<file path="src/rtl/coeff_sched_pkg.sv">
// rtl/coeff_sched_pkg.sv - shared state encodings and defaults for the coefficient bank scheduler
package coeff_sched_pkg;

  localparam int N_TAPS_DEFAULT = 568;
  localparam int RD_LAT_DEFAULT = 2;

  typedef enum logic [1:0] {
    L_IDLE  = 2'd0,
    L_WRITE = 2'd1,
    L_PEND  = 2'd2
  } loader_state_t;

  typedef enum logic [1:0] {
    F_IDLE  = 2'd0,
    F_READ  = 2'd1,
    F_DRAIN = 2'd2
  } filter_state_t;

endpackage

</file>
<file path="src/rtl/coeff_read_pipe.sv">
// rtl/coeff_read_pipe.sv - delay line that carries tap metadata alongside the RAM read latency
module coeff_read_pipe #(
  parameter int ADDR_W = 10,
  parameter int RD_LAT = 2
) (
  input  logic              CLOCK_50,
  input  logic              reset,
  input  logic              in_valid,
  input  logic [ADDR_W-1:0] in_tap,
  input  logic              in_last,
  input  logic              in_bank,
  output logic              out_valid,
  output logic [ADDR_W-1:0] out_tap,
  output logic              out_last,
  output logic              out_bank
);

  localparam int W = ADDR_W + 3;

  logic [W-1:0] stage [RD_LAT];

  always_ff @(posedge CLOCK_50) begin
    if (reset) begin
      for (int i = 0; i < RD_LAT; i++) stage[i] <= '0;
    end else begin
      stage[0] <= {in_valid, in_tap, in_last, in_bank};
      for (int i = 1; i < RD_LAT; i++) stage[i] <= stage[i-1];
    end
  end

  assign {out_valid, out_tap, out_last, out_bank} = stage[RD_LAT-1];

endmodule

</file>
<file path="src/rtl/coeff_bank_scheduler.sv">
// rtl/coeff_bank_scheduler.sv - double-buffered coefficient RAM controller between loader and FIR engine
module coeff_bank_scheduler
  import coeff_sched_pkg::*;
#(
  parameter int N_TAPS = N_TAPS_DEFAULT,
  parameter int ADDR_W = 10,
  parameter int DATA_W = 16,
  parameter int RD_LAT = RD_LAT_DEFAULT
) (
  input  logic              CLOCK_50,
  input  logic              reset,
  input  logic              ld_start,
  input  logic              ld_valid,
  input  logic [DATA_W-1:0] ld_data,
  output logic              ld_ready,
  output logic              ld_busy,
  input  logic              sample_strobe,
  output logic              coef_valid,
  output logic [DATA_W-1:0] coef_data,
  output logic [ADDR_W-1:0] tap_index,
  output logic              coef_last,
  output logic              overrun,
  output logic              active_bank,
  output logic [ADDR_W-1:0] ram_addr [0:1],
  output logic              ram_we [0:1],
  output logic [DATA_W-1:0] ram_wdata,
  input  logic [DATA_W-1:0] ram_q [0:1]
);

  localparam logic [ADDR_W-1:0] LAST_TAP = ADDR_W'(N_TAPS - 1);
  localparam int DW = $clog2(RD_LAT + 1);

  loader_state_t     l_state, l_next;
  filter_state_t     f_state, f_next;
  logic [ADDR_W-1:0] wr_addr, rd_addr;
  logic [DW-1:0]     drain_cnt;
  logic              strobe_pending;

  logic wr_fire, wr_last, swap_now, start_pass, rd_issue, rd_last;
  logic p_valid, p_last, p_bank;
  logic [ADDR_W-1:0] p_tap;

  assign wr_fire    = (l_state == L_WRITE) && ld_valid;
  assign wr_last    = wr_fire && (wr_addr == LAST_TAP);
  // A pending swap beats a new pass so the next pass always starts on the fresh set
  assign swap_now   = (l_state == L_PEND) && (f_state == F_IDLE);
  assign start_pass = (f_state == F_IDLE) && !swap_now && (sample_strobe || strobe_pending);
  assign rd_issue   = (f_state == F_READ);
  assign rd_last    = rd_issue && (rd_addr == LAST_TAP);

  always_comb begin
    l_next = l_state;
    case (l_state)
      L_IDLE:  if (ld_start) l_next = L_WRITE;
      L_WRITE: if (wr_last)  l_next = L_PEND;
      L_PEND:  if (swap_now) l_next = L_IDLE;
      default: l_next = L_IDLE;
    endcase
  end

  always_comb begin
    f_next = f_state;
    case (f_state)
      F_IDLE:  if (start_pass) f_next = F_READ;
      F_READ:  if (rd_last) f_next = F_DRAIN;
      F_DRAIN: if (drain_cnt == DW'(RD_LAT - 1)) f_next = F_IDLE;
      default: f_next = F_IDLE;
    endcase
  end

  always_ff @(posedge CLOCK_50) begin
    if (reset) begin
      l_state        <= L_IDLE;
      f_state        <= F_IDLE;
      wr_addr        <= '0;
      rd_addr        <= '0;
      drain_cnt      <= '0;
      active_bank    <= 1'b0;
      strobe_pending <= 1'b0;
      overrun        <= 1'b0;
    end else begin
      l_state <= l_next;
      f_state <= f_next;

      if (l_state == L_IDLE && ld_start) wr_addr <= '0;
      else if (wr_fire && !wr_last)      wr_addr <= wr_addr + ADDR_W'(1);

      if (start_pass)                rd_addr <= '0;
      else if (rd_issue && !rd_last) rd_addr <= rd_addr + ADDR_W'(1);

      if (f_state == F_READ)       drain_cnt <= '0;
      else if (f_state == F_DRAIN) drain_cnt <= drain_cnt + DW'(1);

      if (swap_now) active_bank <= ~active_bank;

      if (swap_now && sample_strobe) strobe_pending <= 1'b1;
      else if (start_pass)           strobe_pending <= 1'b0;

      if (sample_strobe && f_state != F_IDLE) overrun <= 1'b1;
    end
  end

  assign ld_ready  = (l_state == L_WRITE);
  assign ld_busy   = (l_state != L_IDLE);
  assign ram_wdata = ld_ready ? ld_data : '0;

  always_comb begin
    for (int b = 0; b < 2; b++) begin
      ram_addr[b] = '0;
      ram_we[b]   = 1'b0;
      if (b[0] == active_bank) begin
        if (rd_issue) ram_addr[b] = rd_addr;
      end else begin
        if (ld_ready) ram_addr[b] = wr_addr;
        ram_we[b] = wr_fire;
      end
    end
  end

  // The bank tag travels with each read so a swap after issue cannot corrupt in-flight data
  coeff_read_pipe #(
    .ADDR_W(ADDR_W),
    .RD_LAT(RD_LAT)
  ) u_read_pipe (
    .CLOCK_50 (CLOCK_50),
    .reset    (reset),
    .in_valid (rd_issue),
    .in_tap   (rd_issue ? rd_addr : '0),
    .in_last  (rd_last),
    .in_bank  (active_bank),
    .out_valid(p_valid),
    .out_tap  (p_tap),
    .out_last (p_last),
    .out_bank (p_bank)
  );

  assign coef_valid = p_valid;
  assign tap_index  = p_tap;
  assign coef_last  = p_last;
  assign coef_data  = p_valid ? ram_q[p_bank] : '0;

endmodule

</file>
<file path="config.mk">
export PLATFORM = sky130hd
export DESIGN_NAME = coeff_bank_scheduler
export DESIGN_NICKNAME = d
export VERILOG_FILES = /design/src/rtl/coeff_sched_pkg.sv /design/src/rtl/coeff_read_pipe.sv /design/src/rtl/coeff_bank_scheduler.sv
export SDC_FILE = /design/constraint.sdc
export NUM_CORES = 1
export LEC_CHECK = 0
export CAP_MARGIN = 25
export CELL_PAD_IN_SITES_DETAIL_PLACEMENT = 2
export CELL_PAD_IN_SITES_GLOBAL_PLACEMENT = 2
export CORE_MARGIN = 3
export CORE_UTILIZATION = 23
export DETAILED_ROUTE_END_ITERATION = 8
export GPL_TIMING_DRIVEN = 0
export HOLD_SLACK_MARGIN = 0.1
export PLACE_DENSITY_LB_ADDON = 0.1
export SLEW_MARGIN = 20
export SYNTH_ARGS = -nofsm -noshare
export SYNTH_HDL_FRONTEND = slang
export SYNTH_HIERARCHICAL = 1
export SYNTH_SLANG_ARGS = --single-unit
</file>
<file path="constraint.sdc">
create_clock -name CLOCK_50 -period 1.9 [get_ports CLOCK_50]
set_clock_uncertainty 0.2 [all_clocks]
set_input_delay 0.475 -clock CLOCK_50 [delete_from_list [all_inputs] [get_ports CLOCK_50]]
set_output_delay 0.475 -clock CLOCK_50 [all_outputs]
set_load 0.03 [all_outputs]
</file>
==> metrics.md <==
| Metric | Value |
|---|---|
| Area of the multi-input gates | `0.00203 mm2` |
| Sequential share of power | `40.5%` |
| Crit Path Class | `reg2out` |
| Leading area contributor after synthesis | `dfxtp_1` |
| Logic gate share of total power | `18.7%` |
| Layout cell share with drive strength beyond 1 | `47.8%` |
| Worst reg2reg path depth | `11` |
| WP data required | `1.22 ns` |
| Register area | `0.00113 mm2` |
| Max-slew headroom | `65.3%` |
| RR Startpoint | `f_state[1]` |
| Post-Place Cells | `646` |
| CP Launch Type | `flop` |
| NetSw | `0.700 mW` |
| Pwr Density | `524 mW/mm2` |
| # setup viols final | `55` |
| Clk_lat worst skew | `0.30 ns` |
| CP Data Arrival Time | `1.48 ns` |
| Period utilisation layout | `114%` |
| Syn_nets | `412` |
| Min Tclk post-route | `2.16 ns` |
| Initial antenna violation count | `0` |
| Number of global-route vias before repair | `3369` |
| Port Buf Inserts | `122` |
| CTS tree | `yes` |
| Clock share of power | `40.8%` |
| Yosys reg bits | `55` |
| Hold path start | `u_read_pipe/stage[0][0]` |
| Routed wire length | `12.6 mm` |
| Hold-critical path depth | `1` |
| Top cells by area, synth | `dfxtp_1, nor2b_1, mux2i_1` |
| CP Capture Type | `output pin` |
| Wire length per cell | `18.2 um` |
| FMAX | `464 MHz` |
| Post-route setup slack | `-0.257 ns` |
| Max Cap Viol | `0` |
| Largest net degree at the start of global routing | `18` |
| Warnings, synthesis | `6` |
| Fillers | `1295` |
| Unrepaired setup endpoints after global routing | `true` |
| Vias/cell | `4.49` |
| Crit Path Max Fanout | `3` |
| Via count | `3115` |
| Count of cell types in the netlist | `38` |
| Final Hold Slack | `0.242 ns` |
| Clock transition at path regs | `0.07 ns` |
| Clock sink count | `55` |
| Commonest non-fill, non-tap cell in the layout | `buf_6` |
| Sw Ratio | `24.1%` |
| Antenna viol nets, final | `0` |
| Worst Max-Slew Pin Slew | `0.520 ns` |
| # IOs | `123` |
| Die area | `0.0138 mm2` |
| Failing checks | `setup timing` |
| Syn avg cell area | `8.03 um2` |
| WHS Endpoint | `u_read_pipe/stage[0][13]` |
| Total Routing Usage GR | `17.0%` |
| Status | `complete, but fails checks` |
| DR pass1 iterations | `4` |
| Synthesized instance count | `356` |
| Synthesized area | `0.00286 mm2` |
| Area grow syn2layout | `94.3%` |
| Worst hold path type | `reg2reg` |
| Number of remaining DRC errors | `0` |
| Antenna fix cells | `0` |
| DIE HEIGHT | `117 um` |
| Final Power | `2.91 mW` |
| FP Rows | `40` |
| Non-Filler Instances | `693` |
| Core Area | `0.0121 mm2` |
| Reg2Reg Capture Point | `u_read_pipe/stage[0][6]` |
| Chip width | `117 um` |
| Final slew viol count | `0` |
| Cts hold-fix bufs | `0` |
| Starting DRC count in detailed routing | `74` |
| Root buffer cell | `clkbuf_16` |
| Final estimated routing congestion in global placement | `0.746` |
| Internal power | `2.21 mW` |
| Starting Density | `23.7%` |
| Clock H-tree levels | `2` |
| Seq/Total Area, Yosys | `38.5%` |
| Peak supply drop | `254 uV` |
| Global route total overflow | `0` |
| FF-to-FF setup slack | `-0.11 ns` |
| DP Wirelength | `8.41 mm` |
| Synth top area share | `38.5%` |
| TritonCTS buffer count | `5` |
| Commonest non-fill, non-tap cells in the layout | `buf_6, buf_4, dfxtp_1` |
| First-pass GRT wire length | `18.8 mm` |
| Hold Fails Final Rpt | `0` |
| Leak pwr | `2.34 nW` |
| Clk buf depth | `2` |
| Nets@finish | `580` |
==> layout make-up <==
class / instances / share of cell area (%)
multi-input combinational: 258 / 36.6
timing repair buffer: 164 / 29.5
sequential: 55 / 20.3
buffer: 26 / 5.23
tap: 168 / 3.79
clock buffer: 5 / 2.25
clock inverter: 3 / 1.22
inverter: 14 / 1.13
==> worst max-delay path: stages (launching register included) <==
cell and delay [ns]:
dfxtp_2 0.33, buf_4 0.13, nand3b_1 0.27, inv_2 0.13, nand2_1 0.10, o21ai_4 0.08, buf_6 0.15
==> Yosys cell counts <==
library cell and count:
nand3_1 14, nor4_1 4, a21oi_1 13, nor4bb_1 1, a31oi_1 2, or3_4 1, o21ai_1 3, nor2_1 29
nor3b_1 2, nor2b_1 42, nand4b_1 1, dfxtp_1 55, o31ai_1 2, nand2_1 36, nand4_1 4, nand3b_1 5
or3_1 5, and2b_1 2, nand2b_1 3, nor4_4 1, a21o_1 1, xnor2_1 9, buf_2 5, or2_2 4
o21ai_0 22, buf_1 1, nor3_1 4, mux2i_1 18, ha_1 3, xor2_1 3, and3_1 1, clkbuf_1 11
buf_4 12, inv_1 14, a22oi_1 1, or4_1 1, and2_1 20, and3b_1 1
==> power by group through the flow <==
stage               clock network (mW)  registers (mW)  logic (mW)
finish                            1.19            1.18       0.544
global placement                     0            1.21       0.396
CTS                               1.21            1.18       0.509
global route                      1.27            1.18       0.578
detailed placement                   0            1.21       0.406
floorplan                            0            1.21       0.187
==> kinds of logic after synthesis <==
group	count (synthesis)	synth area share, %
flip-flops	55	38.5
adder cells (fa/ha/maj)	3	1.31
buffers and inverters	43	7.44
AO/OA/AOI/OAI	44	8.14
XOR/XNOR	12	3.68
multiplexers	18	6.30
AND/OR/NAND/NOR	181	34.6
==> how the worst max path moves through the flow <==
| stage | from | to | cells past startpoint |
|---|---|---|---|
| finish | f_state[1] | ram_addr[7] | 6 |
| global route | f_state[1] | ram_addr[7] | 6 |
| CTS | f_state[1] | ram_addr[6] | 9 |
| detailed placement | l_state[0] | ram_addr[19] | 6 |
| global placement | l_state[0] | ram_addr[19] | 6 |
| floorplan | f_state[1] | ram_addr[13] | 6 |
==> registers in the layout (all words and copies together) (netlist names) <==
register / cells
u_read_pipe/stage: 26
rd_addr: 10
wr_addr: 10
drain_cnt: 2
f_state: 2
l_state: 2
active_bank: 1
overrun: 1
strobe_pending: 1
==> metrics by stage <==
stage	worst slack (ns)	area [um2]	setup TNS [ns]	util [%]
3_3_place_gp	-0.912	4440	-48.20	36.8
5_1_grt	-0.348	5550	-11.61	46.0
4_1_cts	-0.293	5300	-9.49	43.9
6_report	-0.257	5550	-8.70	46.0
2_1_floorplan	-0.0161	3010	-0.0816	-
3_5_place_dp	-0.945	4440	-49.93	36.8
==> timing repair <==
| action | CTS | global route |
|---|---|---|
| pin swaps | 26 | 4 |
| cloned | 3 | 2 |
| buffers inserted | 32 | 6 |
| hold endpoints to repair | 0 | 0 |
| setup endpoints to repair | 88 | 75 |
| resized for setup | 527 | 53 |
==> metal layers <==
metal	share of wire, %	vias up	GRT usage (%)
met1	44	1538	21.3
met2	52	63	30.4
li1	-	1503	-
met4	1.5	0	3.30
met5	0	-	0
met3	3.3	11	3.36
Power figures use the tool's default switching activity.
==> variant (config.mk and constraints unchanged) <==
Re-encode `loader_state_t` (3 states) as one-hot, 3 bits wide.
--- a/src/rtl/coeff_sched_pkg.sv
+++ b/src/rtl/coeff_sched_pkg.sv
@@ -4,10 +4,10 @@
   localparam int N_TAPS_DEFAULT = 568;
   localparam int RD_LAT_DEFAULT = 2;
 
-  typedef enum logic [1:0] {
-    L_IDLE  = 2'd0,
-    L_WRITE = 2'd1,
-    L_PEND  = 2'd2
+  typedef enum logic [2:0] {
+    L_IDLE  = 3'b001,
+    L_WRITE = 3'b010,
+    L_PEND  = 3'b100
   } loader_state_t;
 
   typedef enum logic [1:0] {
Check against the original RTL: same outputs for any inputs over 10 cycles, from zero or initial values and one cycle with reset high; not proved beyond that.
==> variant against the original RTL <==
  * The flow still finishes with violations (setup timing)
  * Synthesized area grew 3.2%
  * Largest power group is now registers
  * Design area is 3.1% higher
  * Wire length is 4.0% higher
  * First-iteration DRC count up 8.1%
  * Setup slack got worse by 0.069 ns
  * Critical endpoint is now ram_addr[14]
  * Power is 0.34% lower
  * Sequential share of layout area about the same
  * Sequential cell count grew 1
==> variant: results <==
{
  "yosys-top-cells-count": "56 x dfxtp_1, 40 x nor2b_1, 31 x nand2_1, 28 x nor2_1, 19 x and2_1",
  "cp.arrival_ns": 1.55,
  "routed_wl_um": 13100,
  "drt-initial-drc-count": 80,
  "grt_util_met1": 0.207,
  "synth_compound_area_frac": 0.0929,
  "setup_viol": 56,
  "avgSynthCellArea_sq_um": 8.22,
  "cp-endpoint": "ram_addr[14]",
  "synth.distinct_cells": 46,
  "syn_to_final_growth_pct": 94.0,
  "vias": 3167,
  "wl_met3_um": 795,
  "fin_cells": 698,
  "reg2regPathDepth": 7,
  "placed_area_sq_um": 4560,
  "yosys-mux-area-fraction": 0.0611,
  "outcome": "finished, violations left",
  "grt_pass1_wl_um": 19400,
  "wl_met2_um": 6810,
  "synth_area_leaders": "dfxtp_1 38%, nor2b_1 8.5%, mux2i_1 6.1%, and2_1 4.0%, nand2_1 3.9%",
  "synthAdderAreaFrac": 0.0127,
  "grt_usage": 0.172,
  "place_ws_ns": -0.997,
  "relSlewSlack": 0.602,
  "grt_max_degree": 21,
  "synth-xor-area-share": 0.0505,
  "reg2reg_slack_ns": 0,
  "worst_slack_ns": -0.326,
  "grt_use_met3": 0.0484,
  "fin_nets": 585,
  "slowest_stage": "dfxtp_4",
  "grt_pass1_vias": 3470,
  "fillCellCount": 1288,
  "critPathMaxStageDelay_ns": 0.37,
  "violations": "setup timing",
  "startpoint": "l_state[2]$_SDFFE_PP0P_"
}
[variant: worst reg2reg max path, stage by stage (launching register included)]
cell and delay, ns:
dfxtp_4 0.36, buf_4 0.13, and4bb_1 0.28, buf_6 0.13, buf_8 0.10, nand4_1 0.12
or3_1 0.39, a21oi_2 0.13
[variant: what timing repair did]
item / 4_1_cts / 5_1_grt
gates resized for setup: 526 / 72
cloned: 4 / 0
setup buffers: 27 / 14
endpoints found under the setup margin: 84 / 72
pin swaps: 14 / 16
[variant: power breakdown]
group	switching (mW)	internal, mW	leakage, nW	total [mW]
clock	0.490	0.510	0.0767	1.00
sequential	0.0246	1.19	0.462	1.21
combinational	0.326	0.359	1.96	0.685
total	0.841	2.06	2.50	2.90
[variant: final cells by class]
class	instances	area share
multi-input cells	257	0.372
repair buffers	164	0.294
flip-flops and latches	56	0.203
plain buffers	28	0.0553
well taps	168	0.0367
clock buffers	5	0.0219
inverters	17	0.0125
clock inverters	3	0.00503
